--- src/rtl/stream_sink_monitor_if.sv ---
// AXI4-Stream style beat bundle between a traffic source and stream_sink_monitor.
// A beat transfers on a rising clk edge where tvalid and tready are both 1; tready may depend only on registered state.
interface stream_sink_monitor_if #(
  parameter int DATA_WIDTH = 64
);
  logic                    tvalid;
  logic                    tready;
  logic [DATA_WIDTH-1:0]   tdata;
  logic [DATA_WIDTH/8-1:0] tstrb;
  logic                    tlast;

  modport master (
    output tvalid,
    output tdata,
    output tstrb,
    output tlast,
    input  tready
  );

  modport slave (
    input  tvalid,
    input  tdata,
    input  tstrb,
    input  tlast,
    output tready
  );
endinterface

--- src/rtl/stream_sink_monitor.sv ---
// Stream sink with programmable backpressure and saturating beat/packet/byte statistics.
// Define STREAM_SINK_CHECK_EN to build the incrementing-data checker that drives err_count.
module stream_sink_monitor #(
  parameter int DATA_WIDTH = 64,
  parameter int CNT_WIDTH  = 32
) (
  input  logic                 clk,
  input  logic                 aresetn,
  stream_sink_monitor_if.slave s_axis,
  input  logic                 clear,
  input  logic                 throttle_en,
  input  logic [7:0]           throttle_on,
  input  logic [7:0]           throttle_off,
  output logic [CNT_WIDTH-1:0] beat_count,
  output logic [CNT_WIDTH-1:0] pkt_count,
  output logic [CNT_WIDTH-1:0] byte_count,
  output logic                 in_packet,
  output logic [CNT_WIDTH-1:0] err_count,
  output logic [1:0]           fsm_state
);

  localparam int STRB_W = DATA_WIDTH / 8;
  localparam int PCW    = $clog2(STRB_W + 1);
  localparam int SUMW   = ((CNT_WIDTH > PCW) ? CNT_WIDTH : PCW) + 1;
  localparam logic [CNT_WIDTH-1:0] CNT_MAX = '1;
  localparam logic [CNT_WIDTH-1:0] CNT_ONE = CNT_WIDTH'(1);

  if ((DATA_WIDTH % 8) != 0 || DATA_WIDTH < 32) begin : g_bad_data_width
    $error("stream_sink_monitor: DATA_WIDTH must be a multiple of 8 and at least 32");
  end

  typedef enum logic [1:0] {
    ST_RST = 2'd0,
    ST_ON  = 2'd1,
    ST_OFF = 2'd2
  } thr_state_t;

  thr_state_t state, state_n;
  logic [7:0] cyc, cyc_n;
  logic [8:0] cyc_inc;
  logic [7:0] on_len;
  logic       tready_q;
  logic       accept;

  assign on_len  = (throttle_on == 8'd0) ? 8'd1 : throttle_on;
  assign cyc_inc = {1'b0, cyc} + 9'd1;

  // cyc counts clocks spent in the current state; it restarts on every state change.
  always_comb begin
    state_n = state;
    cyc_n   = cyc;
    case (state)
      ST_RST: begin
        state_n = ST_ON;
        cyc_n   = 8'd0;
      end
      ST_ON: begin
        if (!throttle_en || throttle_off == 8'd0) begin
          cyc_n = 8'd0;
        end else if (cyc_inc >= {1'b0, on_len}) begin
          state_n = ST_OFF;
          cyc_n   = 8'd0;
        end else begin
          cyc_n = cyc_inc[7:0];
        end
      end
      ST_OFF: begin
        if (!throttle_en || cyc_inc >= {1'b0, throttle_off}) begin
          state_n = ST_ON;
          cyc_n   = 8'd0;
        end else begin
          cyc_n = cyc_inc[7:0];
        end
      end
      default: begin
        state_n = ST_ON;
        cyc_n   = 8'd0;
      end
    endcase
  end

  // tready is a flop loaded from the next state so it matches the state register exactly.
  always_ff @(posedge clk or negedge aresetn) begin
    if (!aresetn) begin
      state    <= ST_RST;
      cyc      <= 8'd0;
      tready_q <= 1'b0;
    end else begin
      state    <= state_n;
      cyc      <= cyc_n;
      tready_q <= (state_n == ST_ON);
    end
  end

  assign s_axis.tready = tready_q;
  assign fsm_state     = state;
  assign accept        = s_axis.tvalid & tready_q;

  function automatic logic [PCW-1:0] popcount(input logic [STRB_W-1:0] v);
    logic [PCW-1:0] n;
    n = '0;
    for (int i = 0; i < STRB_W; i++) begin
      n = n + PCW'(v[i]);
    end
    return n;
  endfunction

  logic [PCW-1:0]       strb_pop;
  logic [SUMW-1:0]      byte_sum;
  logic [CNT_WIDTH-1:0] byte_next;

  // The sum is one bit wider than either operand so overflow shows up as a value above CNT_MAX.
  assign strb_pop  = popcount(s_axis.tstrb);
  assign byte_sum  = SUMW'(byte_count) + SUMW'(strb_pop);
  assign byte_next = (byte_sum > SUMW'(CNT_MAX)) ? CNT_MAX : byte_sum[CNT_WIDTH-1:0];

  always_ff @(posedge clk or negedge aresetn) begin
    if (!aresetn) begin
      beat_count <= '0;
      pkt_count  <= '0;
      byte_count <= '0;
      in_packet  <= 1'b0;
    end else if (clear) begin
      beat_count <= '0;
      pkt_count  <= '0;
      byte_count <= '0;
      in_packet  <= 1'b0;
    end else if (accept) begin
      if (beat_count != CNT_MAX) beat_count <= beat_count + CNT_ONE;
      if (s_axis.tlast && pkt_count != CNT_MAX) pkt_count <= pkt_count + CNT_ONE;
      byte_count <= byte_next;
      in_packet  <= ~s_axis.tlast;
    end
  end

  logic unused_tdata;
  assign unused_tdata = ^s_axis.tdata;

`ifdef STREAM_SINK_CHECK_EN
  logic [31:0] exp_data;

  // On a mismatch the checker resynchronises to the received value instead of flagging every later beat.
  always_ff @(posedge clk or negedge aresetn) begin
    if (!aresetn) begin
      exp_data  <= 32'd0;
      err_count <= '0;
    end else if (clear) begin
      exp_data  <= 32'd0;
      err_count <= '0;
    end else if (accept) begin
      if (s_axis.tdata[31:0] == exp_data) begin
        exp_data <= exp_data + 32'd1;
      end else begin
        exp_data <= s_axis.tdata[31:0] + 32'd1;
        if (err_count != CNT_MAX) err_count <= err_count + CNT_ONE;
      end
    end
  end
`else
  assign err_count = '0;
`endif

endmodule

--- src/flat_wrapper.sv ---
// flat-port wrapper written by rule: the top's interface ports become plain ports
module stream_sink_monitor_flat 
#(
  parameter int DATA_WIDTH = 64,
  parameter int CNT_WIDTH  = 32
)
  (clk, aresetn, clear, throttle_en, throttle_on, throttle_off, beat_count, pkt_count, byte_count, in_packet, err_count, fsm_state, s_axis_tvalid, s_axis_tdata, s_axis_tstrb, s_axis_tlast, s_axis_tready);
  stream_sink_monitor_if #(.DATA_WIDTH(DATA_WIDTH)) s_axis_i ();
  input  logic clk;
  input  logic aresetn;
  input  logic clear;
  input  logic throttle_en;
  input  logic [7:0] throttle_on;
  input  logic [7:0] throttle_off;
  output logic [CNT_WIDTH-1:0] beat_count;
  output logic [CNT_WIDTH-1:0] pkt_count;
  output logic [CNT_WIDTH-1:0] byte_count;
  output logic in_packet;
  output logic [CNT_WIDTH-1:0] err_count;
  output logic [1:0] fsm_state;
  input wire logic [$bits(s_axis_i.tvalid)-1:0] s_axis_tvalid;
  input wire logic [$bits(s_axis_i.tdata)-1:0] s_axis_tdata;
  input wire logic [$bits(s_axis_i.tstrb)-1:0] s_axis_tstrb;
  input wire logic [$bits(s_axis_i.tlast)-1:0] s_axis_tlast;
  output wire logic [$bits(s_axis_i.tready)-1:0] s_axis_tready;
  assign s_axis_i.tvalid = s_axis_tvalid;
  assign s_axis_i.tdata = s_axis_tdata;
  assign s_axis_i.tstrb = s_axis_tstrb;
  assign s_axis_i.tlast = s_axis_tlast;
  assign s_axis_tready = s_axis_i.tready;
  stream_sink_monitor #(.DATA_WIDTH(DATA_WIDTH), .CNT_WIDTH(CNT_WIDTH)) u_core (.clk(clk), .aresetn(aresetn), .s_axis(s_axis_i), .clear(clear), .throttle_en(throttle_en), .throttle_on(throttle_on), .throttle_off(throttle_off), .beat_count(beat_count), .pkt_count(pkt_count), .byte_count(byte_count), .in_packet(in_packet), .err_count(err_count), .fsm_state(fsm_state));
endmodule
--- config.mk ---
export PLATFORM = sky130hd
export DESIGN_NAME = stream_sink_monitor_flat
export DESIGN_NICKNAME = d
export VERILOG_FILES = /design/src/rtl/stream_sink_monitor_if.sv /design/src/rtl/stream_sink_monitor.sv /design/src/flat_wrapper.sv
export SDC_FILE = /design/constraint.sdc
export NUM_CORES = 1
export LEC_CHECK = 0
export CORE_ASPECT_RATIO = 1.1
export CORE_MARGIN = 8
export CORE_UTILIZATION = 40
export DETAILED_ROUTE_END_ITERATION = 12
export PLACE_DENSITY = 0.71
export SETUP_SLACK_MARGIN = 0.4
export SKIP_LAST_GASP = 1
export SYNTH_ARGS = -nofsm -noshare
export SYNTH_HDL_FRONTEND = slang
export SYNTH_SLANG_ARGS = --single-unit
--- constraint.sdc ---
create_clock -name clk -period 3 [get_ports clk]
set_input_delay 0.6 -clock clk [delete_from_list [all_inputs] [get_ports clk]]
set_output_delay 0.6 -clock clk [all_outputs]
set_load 0.02 [all_outputs]
Yosys cells after proc, flatten, opt, wreduce, memory -nomap -nowiden. Index checks and enable logic that the tools add are counted. Widths: inputs -> output; s select.

Add/sub/neg operators: 11. Order comparisons: 3. Equal/unequal tests: 5. Multiplexer cells: 20. Bitwise operators: 2. Reduce and logical (&&, ||, !) cells: 11.

Operator list (count): $mux 32 (9); $add 32x1->32 const B (2); $ne 32x32->1 const B (2); $add 32x4->33 (1); $gt 33x32->1 const B (1); $mux 8 (4); $add 4x1->4 (6); $ge 9x8->1 (2); $logic_not 8->1 (2); $pmux 8 s2 (1); $add 8x1->9 const B (1); $mux 2 (3); $reduce_bool 2->1 (3); $eq 2x1->1 const B (2); $pmux 2 s2 (1); $reduce_and 2->1 (2); $add 1x1->2 (1); $eq 2x2->1 const B (1); $logic_or 1x1->1 (2); $mux 1 (2); $and 1x1->1 (1); $logic_and 1x1->1 (1); $logic_not 1->1 (1); $not 1->1 (1).

Flip-flop bits (word level): 108. Input bits: 94. Output and inout port bits: 132. Word-level logic and storage cells: 59.

Logic depth before layout (Yosys ltp).
Depth after elaboration: 12. Gate-level depth with buffers: 17. Depth with buffers taken out: 15.

Worst setup path before layout. OpenSTA, ideal clock, no wires.

Kind: input-to-reg. Start point: input s_axis_tstrb[0]. End point: register u_core.byte_count[28]. Setup time: 0.094 ns. Arrival: 4.383 ns. Slack: -1.477 ns. Stages: 15. Cell sequence: ha_1 -> inv_1 -> fa_1 -> fa_1 -> fa_1 -> fa_1 -> xnor2_1 -> ha_1 -> nand3_1 -> a21oi_1 -> clkbuf_1 -> nand4bb_1 -> nor3_1 -> a31oi_1 -> a211oi_1.

Longest elaborated chain between the ends: 12.

RTL lines: from (decl) (RTL line flat_wrapper.sv:23) `input wire logic [$bits(s_axis_i.tstrb)-1:0] s_axis_tstrb;`; $add 1x1->2 * (RTL line stream_sink_monitor.sv:103) `n = n + PCW'(v[i]);`; $add 4x1->4 * (6 in series) (RTL line stream_sink_monitor.sv:103); $add 32x4->33 * (RTL line stream_sink_monitor.sv:114) `assign byte_sum = SUMW'(byte_count) + SUMW'(strb_pop);`; $gt 33x32->1 (RTL line stream_sink_monitor.sv:115) `assign byte_next = (byte_sum > SUMW'(CNT_MAX)) ? CNT_MAX : byte_sum[CNT_WIDTH-1:0];`; $mux 32 * (RTL line stream_sink_monitor.sv:115); $mux 32 * (RTL line stream_sink_monitor.sv:128) `end else if (accept) begin`; $mux 32 * (RTL line stream_sink_monitor.sv:123) `end else if (clear) begin`; to (signal assigned) (RTL line stream_sink_monitor.sv:131) `byte_count <= byte_next;`; to (decl) (RTL line stream_sink_monitor.sv:16) `output logic [CNT_WIDTH-1:0] byte_count,`.

Mark *: on every way between the ends. The rest lies on a longest branch, timed or not. The select of a mux whose other input is x is not followed. A chain may end at the register's enable or synchronous reset.

Worst setup path after layout.
Start point: input s_axis_tstrb[0]. End point: register u_core.byte_count[15].

Same word-level chain as after synthesis.

==> impl_metrics.ini <==
[outcome]
status = complete, but fails checks
failed_checks = negative setup slack

[timing]
fmax_mhz = 252.5
post-route-period-util_pct = 132.0
drv_slew = 0
setup_slack_ns = -0.9609
worst_slew_pin_slew_ns = 0.8094
slew_headroom_pct = 46.04
fin_skew_ns = 0.01049
finalSetupViolations = 32
hold_violations = 0
rsz0062_at_grt = yes
fin_crit_ns = 3.961

[logic_synthesis]
yosysTopAreaCell = dfrtp_1
synthMuxAreaShare_pct = 0.7285
synthArstFlopShare_pct = 100.0
synth-simple-area-share_pct = 25.51
synth_top_area_share_pct = 39.34
synth_area_mm2 = 0.006870
synth-seq-cells = 108
synthAdderAreaFrac_pct = 6.556
yosys_warnings = 0
synth_compound_area_share_pct = 12.84
synth-xor-area-share_pct = 7.011
ys_types = 58
synth_cells = 783
seq_area_frac_synth_pct = 39.34
synth_top_family_by_area = simple AND/OR/NAND/NOR gates
ys.flop_type = dfrtp_1
syn_area_per_cell_um2 = 8.774
synth-edff-count = 0
synthTopCellsByArea = dfrtp_1 39%, nor2_1 5.3%, ha_1 5.1%

[worst_setup_path]
arrival_ns = 4.22
reg2reg_depth = 7
r2r-start = u_core.byte_count[14]
path_class = primary input to flop
worstPathRequired_ns = 3.26
cp_cell_sequence = buf_6 -> ha_4 -> inv_2 -> fa_1 -> fa_1 -> fa_2 -> fa_2 -> xnor2_2 -> ha_4 -> nand3_4 -> a21oi_4 -> buf_6 -> nand4_1 -> buf_6 -> a21oi_2 -> nor2_1 -> a311oi_1
critPathMaxFanout = 8
critPathMostFrequentCell = buf_6
crit_path_start_kind = primary input
slowest_stage = fa_1
cp-startpoint = s_axis_tstrb[0]
cp-endpoint = u_core.byte_count[15]
rrSetupSlack_ns = 0.50
critPathMaxStageDelay_ns = 0.48
endpoint_kind = flop
reg2reg_to = u_core.byte_count[0]

[grt]
grt_pass1_vias = 6203
grt.overflow.total = 0
grt_usage_pct = 17.56
grt_pass1_wl_um = 31370
antenna_found_initial = 0
grt_max_degree = 76

[place]
place_hpwl_um = 13930
dp.cells = 1159
io_buffer_count = 129
routabilityCongestion = 0.8137
placed_cell_area_mm2 = 0.008736

[clock_network]
clk_pin_slew_ns = 0.07
cts_root_buf = clkbuf_16
htree_levels = 3
clkLatencyLatePin_ns = 0.36
cts_buffers = 9
cts_buffer_depth = 2
cts.sinks = 108
tritoncts = yes
hold_buffers = 0

[routing]
drt_pre_antenna_iters = 5
drt_iter0_drc = 454
vias = 6229
viasPerCell = 5.257
wl_per_cell_um = 16.16
ant_nets = 0
routed_wl_um = 19150
drc = 0

[floorplan]
initial_core_util_pct = 40.52
fp.dieArea_mm2 = 0.02163
fp.dieH_um = 153.5
io_pins = 226
die_x_um = 141.0
core_area_mm2 = 0.01695
rows = 50

[power_and_ir_drop]
power.density_mw_per_mm2 = 415.3
p_leak_uw = 0.003865
ir_drop_uv = 300.6
p_total_uw = 3907

[finish]
finalInstanceArea_mm2 = 0.009408
diodes = 0
area_growth_pct = 36.93
fin_util_pct = 55.49
fin_nets = 1073
stdcell_count = 1185
drive_above_1_share_pct = 16.93
fillers = 1535

[job]
cap_violations = 0

[min_path]
hold_class = primary input to asynchronous set/reset pin
[registers in the layout, summed over array words and instances, names as in the netlist]
name	flops
u_core.fsm_state	2
u_core.pkt_count	32
u_core.s_axis.tready	1
u_core.byte_count	32
u_core.cyc	8
u_core.in_packet	1
u_core.beat_count	32
[cells by family (layout without fill, tap and decap cells)]
logic type      count (synthesis)  after routing
simple gates                  340            340
compound gates                130            130
other cells                     1             32
fa+ha+maj                      33             33
buf+inv                       111            248
flops                         108            108
xor+xnor                       55             55
mux                             5              5
[cells in the mapped netlist (23+ instances only)]
cell type	count
ha_1	28
buf_4	34
xor2_1	25
nand4_1	23
nor2_1	97
nand2_1	50
xnor2_1	30
dfrtp_1	108
nand3_1	43
nor3_1	37
a21oi_1	32
clkbuf_1	23
inv_1	51
[layout make-up]
type	instances	area, um^2	area share [%]
Tap cell	234	292.8	3.112
Inverter	51	191.4	2.035
Clock buffer	9	225.2	2.394
Timing Repair Buffer	181	1723	18.31
Multi-Input combinational cell	595	4172	44.34
Sequential cell	108	2706	28.77
Clock inverter	7	97.59	1.037
[layout by cell type (no fill, tap or decap), types with 27 or more instances in the layout]
| cell type | Yosys | final |
|---|---|---|
| nand2_1 | 50 | 47 |
| nor2_1 | 97 | 92 |
| conb_1 | 1 | 32 |
| xnor2_1 | 30 | 27 |
| nor3_1 | 37 | 30 |
| nand3_1 | 43 | 38 |
| clkdlybuf4s50_1 | 0 | 120 |
| dfrtp_1 | 108 | 105 |
| buf_4 | 34 | 43 |
| inv_1 | 51 | 49 |
[worst min-delay path by stage]
stage / to / start / cells past startpoint / slack (ns)
after floorplan: u_core.beat_count[0] / aresetn / 0 / 0.30
after global placement: u_core.byte_count[13] / u_core.byte_count[13] / 1 / 0.50
after detailed placement: u_core.byte_count[13] / u_core.byte_count[13] / 1 / 0.50
after CTS: u_core.byte_count[29] / aresetn / 1 / 0.23
after global routing: u_core.byte_count[14] / aresetn / 1 / 0.26
final: u_core.byte_count[25] / aresetn / 1 / 0.23
[through the flow]
stage | TNS, ns | hold WS (ns) | setup WS, ns
floorplan | -32.07 | 0.3044 | -1.157
global placement | -52.69 | 0.4973 | -1.746
detailed placement | -55.68 | 0.5045 | -1.834
CTS | -33.79 | 0.2324 | -1.172
global route | -33.95 | 0.2578 | -1.127
finish | -29.22 | 0.2256 | -0.9609
[layer usage]
metal	wire length [um]	share of wire (%)	vias to the layer above	GRT usage [%]
met4	301	1.6	0	5.482
met5	0	0	-	0
met2	9665	50	155	29.72
li1	-	-	3049	-
met1	8085	42	3005	21.32
met3	1094	5.7	20	4.642
[where the power goes]
group / switching (uW) / internal, uW / total [uW]
Sequential: 73.4 / 1510 / 1580
Combinational: 584 / 434 / 1020
Clock: 571 / 737 / 1310
[critical path, delay by kind of cell]
kind / cells / cell delay [ns]
XOR/XNOR: 1 / 0.16
buffers and inverters: 4 / 0.47
AO/OA/AOI/OAI: 3 / 0.54
adder cells (fa/ha/maj): 6 / 2.18
AND/OR/NAND/NOR: 3 / 0.27
[timing repair]
item | CTS | global route
hold endpoints to repair | 0 | 0
resized for setup | 49 | 31
setup buffers | 4 | 6
endpoints found under the setup margin | 42 | 46
pin swaps | 33 | 18
Power figures use the tool's default switching activity.
